## src/rtl/wpn_pkg.sv

```systemverilog
`default_nettype none
// +----------------------------------------------------------------------------+
// | Module : wpn_pkg                                                           |
// | Brief  : Shared weapon FSM state type, default timing and saturating add   |
// | Rev    : 1.0  initial release                                              |
// +----------------------------------------------------------------------------+
package wpn_pkg;

    typedef enum logic [2:0] {
        ST_IDLE     = 3'd0,
        ST_DRAW     = 3'd1,
        ST_FIRE     = 3'd2,
        ST_HOLD     = 3'd3,
        ST_COOLDOWN = 3'd4
    } wpn_state_t;

    localparam int unsigned c_DRAW_FRAMES     = 6;
    localparam int unsigned c_HOLD_FRAMES     = 4;
    localparam int unsigned c_COOLDOWN_FRAMES = 10;
    localparam int unsigned c_ANIM_STEP       = 2;
    localparam int unsigned c_ANIM_MAX        = 12;

    // Sum is formed one bit wider so a carry out can never wrap past the limit.
    function automatic logic [11:0] sat_add(input logic [11:0] a,
                                            input logic [11:0] b,
                                            input logic [11:0] lim);
        logic [12:0] sum;
        sum = {1'b0, a} + {1'b0, b};
        if (sum > {1'b0, lim})
            return lim;
        else
            return sum[11:0];
    endfunction

endpackage
`default_nettype wire

```

## src/rtl/edge_rise.sv

```systemverilog
`default_nettype none
// +----------------------------------------------------------------------------+
// | Module : edge_rise                                                         |
// | Brief  : Registered rising-edge detector with configurable history reset   |
// | Rev    : 1.0  initial release                                              |
// +----------------------------------------------------------------------------+
module edge_rise #(
    parameter logic PREV_RST = 1'b0
) (
    input  logic clk,
    input  logic rst,
    input  logic sig,
    output logic rise
);

    logic r_prev;

    always_ff @(posedge clk) begin
        if (rst) begin
            r_prev <= PREV_RST;
            rise   <= 1'b0;
        end else begin
            r_prev <= sig;
            rise   <= sig & ~r_prev;
        end
    end

endmodule
`default_nettype wire

```

## src/rtl/archer_wpn_ctl.sv

```systemverilog
`default_nettype none
// +----------------------------------------------------------------------------+
// | Module : archer_wpn_ctl                                                    |
// | Brief  : Archer attack FSM: draw, one-clock fire strobe, hold, cooldown    |
// | Rev    : 1.0  initial release                                              |
// +----------------------------------------------------------------------------+
module archer_wpn_ctl
    import wpn_pkg::*;
#(
    parameter int unsigned DRAW_FRAMES     = c_DRAW_FRAMES,
    parameter int unsigned HOLD_FRAMES     = c_HOLD_FRAMES,
    parameter int unsigned COOLDOWN_FRAMES = c_COOLDOWN_FRAMES,
    parameter int unsigned ANIM_STEP       = c_ANIM_STEP,
    parameter int unsigned ANIM_MAX        = c_ANIM_MAX
) (
    input  logic        clk,
    input  logic        rst,
    input  logic        mouse_left,
    input  logic        vsync,
    input  logic [1:0]  game_active,
    output logic        wpn_visible,
    output logic [11:0] anim_x_offset,
    output logic        attack_pulse,
    output logic        busy
);

    localparam logic [4:0]  c_DRAW_N = 5'(DRAW_FRAMES);
    localparam logic [4:0]  c_HOLD_N = 5'(HOLD_FRAMES);
    localparam logic [4:0]  c_COOL_N = 5'(COOLDOWN_FRAMES);
    localparam logic [11:0] c_STEP   = 12'(ANIM_STEP);
    localparam logic [11:0] c_MAX    = 12'(ANIM_MAX);

    logic       w_click;
    logic       w_tick;
    logic [4:0] w_cnt_inc;

    wpn_state_t r_state;
    logic [4:0] r_frame_cnt;

    // Mouse history resets high so a button held through reset cannot fire.
    edge_rise #(.PREV_RST(1'b1)) u_mouse_edge (
        .clk  (clk),
        .rst  (rst),
        .sig  (mouse_left),
        .rise (w_click)
    );

    edge_rise #(.PREV_RST(1'b0)) u_vsync_edge (
        .clk  (clk),
        .rst  (rst),
        .sig  (vsync),
        .rise (w_tick)
    );

    assign w_cnt_inc = r_frame_cnt + 5'd1;

    always_ff @(posedge clk) begin
        if (rst || (game_active == 2'b00)) begin
            r_state       <= ST_IDLE;
            r_frame_cnt   <= 5'd0;
            wpn_visible   <= 1'b0;
            anim_x_offset <= 12'd0;
            attack_pulse  <= 1'b0;
            busy          <= 1'b0;
        end else begin
            attack_pulse <= 1'b0;
            case (r_state)
                ST_IDLE: begin
                    if (w_click) begin
                        r_state       <= ST_DRAW;
                        r_frame_cnt   <= 5'd0;
                        wpn_visible   <= 1'b1;
                        anim_x_offset <= 12'd0;
                        busy          <= 1'b1;
                    end
                end
                ST_DRAW: begin
                    if (w_tick) begin
                        anim_x_offset <= sat_add(anim_x_offset, c_STEP, c_MAX);
                        if (w_cnt_inc == c_DRAW_N) begin
                            r_state     <= ST_FIRE;
                            r_frame_cnt <= 5'd0;
                        end else begin
                            r_frame_cnt <= w_cnt_inc;
                        end
                    end
                end
                // Strobe is registered on leaving FIRE so an abort during FIRE suppresses it.
                ST_FIRE: begin
                    r_state      <= ST_HOLD;
                    r_frame_cnt  <= 5'd0;
                    attack_pulse <= 1'b1;
                end
                ST_HOLD: begin
                    if (w_tick) begin
                        if (w_cnt_inc == c_HOLD_N) begin
                            r_state       <= ST_COOLDOWN;
                            r_frame_cnt   <= 5'd0;
                            wpn_visible   <= 1'b0;
                            anim_x_offset <= 12'd0;
                        end else begin
                            r_frame_cnt <= w_cnt_inc;
                        end
                    end
                end
                ST_COOLDOWN: begin
                    if (w_tick) begin
                        if (w_cnt_inc == c_COOL_N) begin
                            r_state     <= ST_IDLE;
                            r_frame_cnt <= 5'd0;
                            busy        <= 1'b0;
                        end else begin
                            r_frame_cnt <= w_cnt_inc;
                        end
                    end
                end
                default: begin
                    r_state       <= ST_IDLE;
                    r_frame_cnt   <= 5'd0;
                    wpn_visible   <= 1'b0;
                    anim_x_offset <= 12'd0;
                    busy          <= 1'b0;
                end
            endcase
        end
    end

endmodule
`default_nettype wire

```

## config.mk

```make
export PLATFORM = sky130hd
export DESIGN_NAME = archer_wpn_ctl
export DESIGN_NICKNAME = d
export VERILOG_FILES = /design/src/rtl/wpn_pkg.sv /design/src/rtl/edge_rise.sv /design/src/rtl/archer_wpn_ctl.sv
export SDC_FILE = /design/constraint.sdc
export NUM_CORES = 1
export LEC_CHECK = 0
export ABC_CLOCK_PERIOD_IN_PS = 5600
export CAP_MARGIN = 20
export CELL_PAD_IN_SITES_DETAIL_PLACEMENT = 1
export CELL_PAD_IN_SITES_GLOBAL_PLACEMENT = 1
export CORE_ASPECT_RATIO = 2
export CORE_MARGIN = 2
export CORE_UTILIZATION = 30
export DETAILED_ROUTE_END_ITERATION = 8
export PLACE_DENSITY_LB_ADDON = 0.15
export SYNTH_ARGS = -nofsm -noshare
export SYNTH_HDL_FRONTEND = slang
export SYNTH_SLANG_ARGS = --single-unit
```

## constraint.sdc

```tcl
create_clock -name clk -period 5.6 [get_ports clk]
set_input_delay 0.84 -clock clk [delete_from_list [all_inputs] [get_ports clk]]
set_output_delay 0.84 -clock clk [all_outputs]
set_load 0.005 [all_outputs]
```

==> Word level (Yosys, flattened, before mapping) <==
Index checks and enable logic that the tools add are counted.
{ "totals": {"register_bits": 27, "inputBits": 6, "output_inout_bits": 15, "elab_cells": 75} }
{ "op_classes": {"addsub": 2, "order_cmp": 1, "n_eq_ne": 14, "mux": 30, "bitwise": 7, "n_reduce_logical": 11} }
{ "ops": {"columns": ["operator", "n"], "rows": [
  ["two-way mux 12 bit", 5],
  ["one-hot mux 12 bit (4 select lines)", 1],
  ["two-way mux 5 bit", 7],
  ["two-way mux 3 bit", 7],
  ["one-hot mux 5 bit (4 select lines)", 1],
  ["one-hot mux 3 bit (5 select lines)", 1],
  ["adder 12 x 2 -> 13 bit, second input constant", 1],
  ["> comparator 13 x 4 -> 1 bit, second input constant", 1],
  ["AND reduction 4 bit", 3],
  ["equality test 5 x 3 -> 1 bit, second input constant", 2],
  ["inequality test 2 x 1 -> 1 bit, second input constant", 4],
  ["AND reduction 7 bit", 1],
  ["equality test 3 x 2 -> 1 bit, second input constant", 2],
  ["two-way mux 1 bit", 6],
  ["inequality test 2 bit, second input constant", 3],
  ["one-hot mux 1 bit (3 select lines)", 2],
  ["OR reduction 3 bit", 2],
  ["adder 5 x 1 -> 5 bit, second input constant", 1],
  ["equality test 5 x 4 -> 1 bit, second input constant", 1],
  ["NOT 1 bit", 5],
  ["AND reduction 5 bit", 1],
  ["equality test 3 x 1 -> 1 bit, second input constant", 1],
  ["equality test 3 bit, second input constant", 1],
  ["logical NOT 3 bit", 1],
  ["other kinds (4)", 5]
]} }

==> Depth between registers and ports, before layout <==
{ "depth": {"depth_word": 5, "depth_mapped": 8, "depth_no_buf": 7} }

==> Hierarchy <==
From an unflattened synthesis, not the netlist that was laid out.
{ "hier_totals": {"hier_cells": 170, "area_unflattened_um2": 1407.6} }
{ "by_module_without_submodules": {"columns": ["mod", "instances", "cells_each", "area_each_um2", "seq_area_each_um2"], "rows": [
  ["archer_wpn_ctl", 1, 162, 1290.0, 440.4],
  ["edge_rise", 2, 4, 58.8, 40.0]
]} }

==> Least setup slack after synthesis <==
Ideal clock, no wire load.
{ "synth_path": {"kind": "flip-flop to flip-flop", "startpoint": "register r_frame_cnt[0]", "endpoint": "register anim_x_offset[3]", "t_arrival_ns": 2.142, "slack_ns": 3.400, "path_stages_with_launch": 9, "path_buffers": 1, "synth_period_minus_slack_ns": 2.200, "cell_sequence": "dfxtp_1 -> ha_1 -> buf_6 -> or4b_4 -> a21oi_2 -> a221oi_2 -> or4_4 -> a31o_1 -> nand2_1"} }
{ "synth_via": {"elab_chain_cells": 4} }
{ "synth_rtl": {"columns": ["element", "line", "rtl"], "rows": [
  ["start, declared", "archer_wpn_ctl.sv:38", "logic [4:0] r_frame_cnt;"],
  ["start signal, assigned", "archer_wpn_ctl.sv:84", "r_frame_cnt <= w_cnt_inc;"],
  ["start signal, assigned", "archer_wpn_ctl.sv:102", "r_frame_cnt <= w_cnt_inc;"],
  ["start signal, assigned", "archer_wpn_ctl.sv:113", "r_frame_cnt <= w_cnt_inc;"],
  ["adder 5 x 1 -> 5 bit", "archer_wpn_ctl.sv:55", "assign w_cnt_inc = r_frame_cnt + 5'd1;"],
  ["equality test 5 x 3 -> 1 bit", "archer_wpn_ctl.sv:96", "if (w_cnt_inc == c_HOLD_N) begin"],
  ["inequality test 2 bit (no line)", null, null],
  ["AND reduction 5 bit (no line)", null, null],
  ["end signal, assigned", "archer_wpn_ctl.sv:79", "anim_x_offset <= sat_add(anim_x_offset, c_STEP, c_MAX);"],
  ["end, declared", "archer_wpn_ctl.sv:22", "output logic [11:0] anim_x_offset,"]
]} }
No other way between the ends.
A chain may end at the register's enable or synchronous reset.

==> Worst setup path in the final report <==
{ "layout_path": {"startpoint": "register r_frame_cnt[0]", "endpoint": "register anim_x_offset[2]"} }
The elaborated chain is that of the path after synthesis.

==> impl_metrics.ini <==
[final_layout]
fillCellCount = 601
syn_to_final_growth_pct = 17.60
seq_area_um2 = 520.5
nets = 197
final_common_cell = dfxtp_1
layout_common_cells = dfxtp_1, nand2_1, clkdlybuf4s50_1
drive_above_1_share_pct = 14.44
diodes = 0
multi_input_area_um2 = 828.3
instances_no_fill = 242

[timing]
finalHoldViolations = 0
period_share_pct = 44.68
worst_pin_slew_ns = 0.8845
max_slew_margin_pct = 40.82
slew_violations = 0
setup_viol = 0
max_freq_mhz = 399.7
tns_ns = 0
skew_ns = 0.005665
period_minus_slack_ns = 2.502
rsz0062_at_grt = false

[synthesis]
syn-mean-instance-area_um2 = 8.334
synth_area_um2 = 1450
ys_seq_elements = 26
synth_cell_type_count = 53
ys.flop_type = dfxtp_1
ys.warnings.count = 0
syn_inst = 174
synth_edf_count = 0
synth.net_count = 183
synth_async_sr_flop_share_pct = 0
ys_seq_area_share_pct = 35.89

[power_and_ir_drop]
comb_power_share_pct = 8.9
leakage_nw = 0.6334
p_seq_share_pct = 49.5
ir_drop_v = 0.00009715
powerDensity_nw_per_um2 = 227.8
switching_share_pct = 23.07
switchingPower_mw = 0.08962
power.internal_mw = 0.2988
power_frac_clock_pct = 41.6

[min_path]
min_delay_path_depth = 1
hold_end = u_vsync_edge.rise
min_from = u_vsync_edge.r_prev
min_path_type = reg -> reg

[setup_path]
critical-path-top-delay-family = simple AND/OR/NAND/NOR gates
r2r_cells = 7
crit_path_end_kind = register
cp_num_cells = 7
cp_cell_sequence = ha_1, or4b_4, a21oi_2, a221oi_2, or4_4, a31oi_1, a21o_1
crit_path_max_incr_delay_ns = 0.57
cp-start-kind = register
crit_fanout = 10
slowest_stage = or4_4
cp.buffers_inverters = 0
worstPathRequired_ns = 5.83
r2r_start = r_frame_cnt[0]
crit_type = reg -> reg
cp_data_arrival_time_ns = 2.73
r2r_end = anim_x_offset[2]
ff2ff_setup_slack_ns = 3.10

[clocking]
cts_buffer_depth = 2
cts.sinks = 26
cts_inserted_buffers = 3
postCtsHoldBufs = 0
htree_levels = 1
cts_tree = yes
root_buffer = clkbuf_8
clock_latency_ns = 0.28
postCtsSetupBuffers = 0
cts_resized = 0
cts.clk_slew.worst_paths_ns = 0.10

[drt]
firstDrtPassIters = 4
m1WireLength_mm = 1.490
post-route-drc-count = 0
vias_per_cell = 5.620
num_vias = 1360
wl_met2_mm = 2.526
first_iter_violations = 21
wl_met3_um = 58
wl_per_cell_um = 17.14
ant_nets = 0
highest_layer = met4
wirelength_mm = 4.149

[placement]
place_hpwl_mm = 3.233
globalplace.congestion = 0.7079
dp.cells = 238
io_buffers = 19

[global_routing]
grt_pass1_vias = 1371
grt_pass1_wl_mm = 6.865
grt.total_usage_pct = 17.15
grt.overflow.total = 0
grt_start_max_net_pins = 16
antenna_found_initial = 0

[die]
row_count = 35
chipWidth_um = 53.16
num_io_pins = 21
start_util_pct = 31.24
die_y_um = 102.3
fp.coreArea_um2 = 4642
die_area_um2 = 5439

[outcome]
status = finished clean

[run]
cap_violations = 0
[synth_stat cells (2+ instances only)]
library cell	count	share of area [%]
nor4_1	2	0.86
a31oi_1	4	1.7
nand3_1	7	2.4
inv_1	7	1.8
or2_2	3	1.3
and3_1	3	1.3
and3_2	9	4.7
nor2b_1	2	0.86
nor2_1	15	3.9
buf_6	3	2.3
dfxtp_1	26	36
and2_1	2	0.86
nor3b_1	2	1.0
or4_1	3	1.6
o21ai_0	9	3.1
nand2_1	20	5.2
a2111o_1	2	1.6
clkbuf_1	4	1.0
nand4_1	2	0.86
o211ai_1	5	2.6
ha_1	3	2.6
or3_1	2	0.86
a21oi_1	9	3.1
[registers in the layout (all words and copies together), names as in the netlist]
name	count
anim_x_offset	11
attack_pulse	1
busy	1
r_frame_cnt	5
r_state	3
u_mouse_edge.r_prev	1
u_mouse_edge.rise	1
u_vsync_edge.r_prev	1
u_vsync_edge.rise	1
wpn_visible	1
[worst max-delay path by stage]
stage                         from                to  slack (ns)
global route        r_frame_cnt[0]  anim_x_offset[2]        2.92
global placement    game_active[1]  anim_x_offset[2]        3.01
detailed placement             rst  anim_x_offset[2]        2.95
floorplan           r_frame_cnt[0]  anim_x_offset[3]        3.40
CTS                 r_frame_cnt[0]  anim_x_offset[2]        3.08
finish              r_frame_cnt[0]  anim_x_offset[2]        3.10
[power groups by stage]
stage               registers, mW  clock network (mW)  logic [mW]
finish                      0.192               0.162      0.0346
global route                0.193               0.172      0.0382
CTS                         0.192               0.165      0.0351
detailed placement          0.196                   0      0.0347
global placement            0.196                   0      0.0328
floorplan                   0.195                   0      0.0235
[worst register-to-register path, cell delays in order (launching register included)]
cell      delay (ns)
dfxtp_1         0.47
ha_1            0.36
or4b_4          0.52
a21oi_2         0.16
a221oi_2        0.10
or4_4           0.57
a31oi_1         0.16
a21o_1          0.11
[metrics by stage]
| step | total power, mW | cell area (µm²) | hold slack (ns) | worst slack, ns | utilization [%] |
|---|---|---|---|---|---|
| 2_1_floorplan | 0.2183 | 1450 | 0.3674 | 3.400 | - |
| 3_3_place_gp | 0.2291 | 1634 | 0.3803 | 3.012 | 35.20 |
| 3_5_place_dp | 0.2312 | 1634 | 0.3812 | 2.949 | 35.20 |
| 4_1_cts | 0.3927 | 1705 | 0.3958 | 3.078 | 36.74 |
| 6_report | 0.3884 | 1705 | 0.4040 | 3.098 | 36.74 |
| 5_1_grt | 0.4028 | 1705 | 0.4152 | 2.917 | 36.74 |
[per-layer routing]
layer,up-vias,global-route usage (%)
li1,658,-
met1,685,16.53
met2,12,34.90
met3,5,1.462
met4,0,6.509
met5,-,0
[final cells by class]
type                    instances  area share (%)
multi-input cells             131           48.57
flip-flops and latches         26           30.52
repair buffers                 19           11.15
well taps                      55           4.035
clock buffers                   3           2.421
clock inverters                 1           1.761
inverters                       7           1.541
[kinds of logic after synthesis]
group / Yosys count / share of synthesized area (%)
fa+ha+maj: 3 / 2.589
mux: 1 / 0.6903
buf+inv: 17 / 6.988
xor+xnor: 1 / 0.6041
other cells: 1 / 0.2586
simple gates: 80 / 30.54
flops: 26 / 35.89
compound gates: 45 / 22.43
Power figures use the tool's default switching activity.
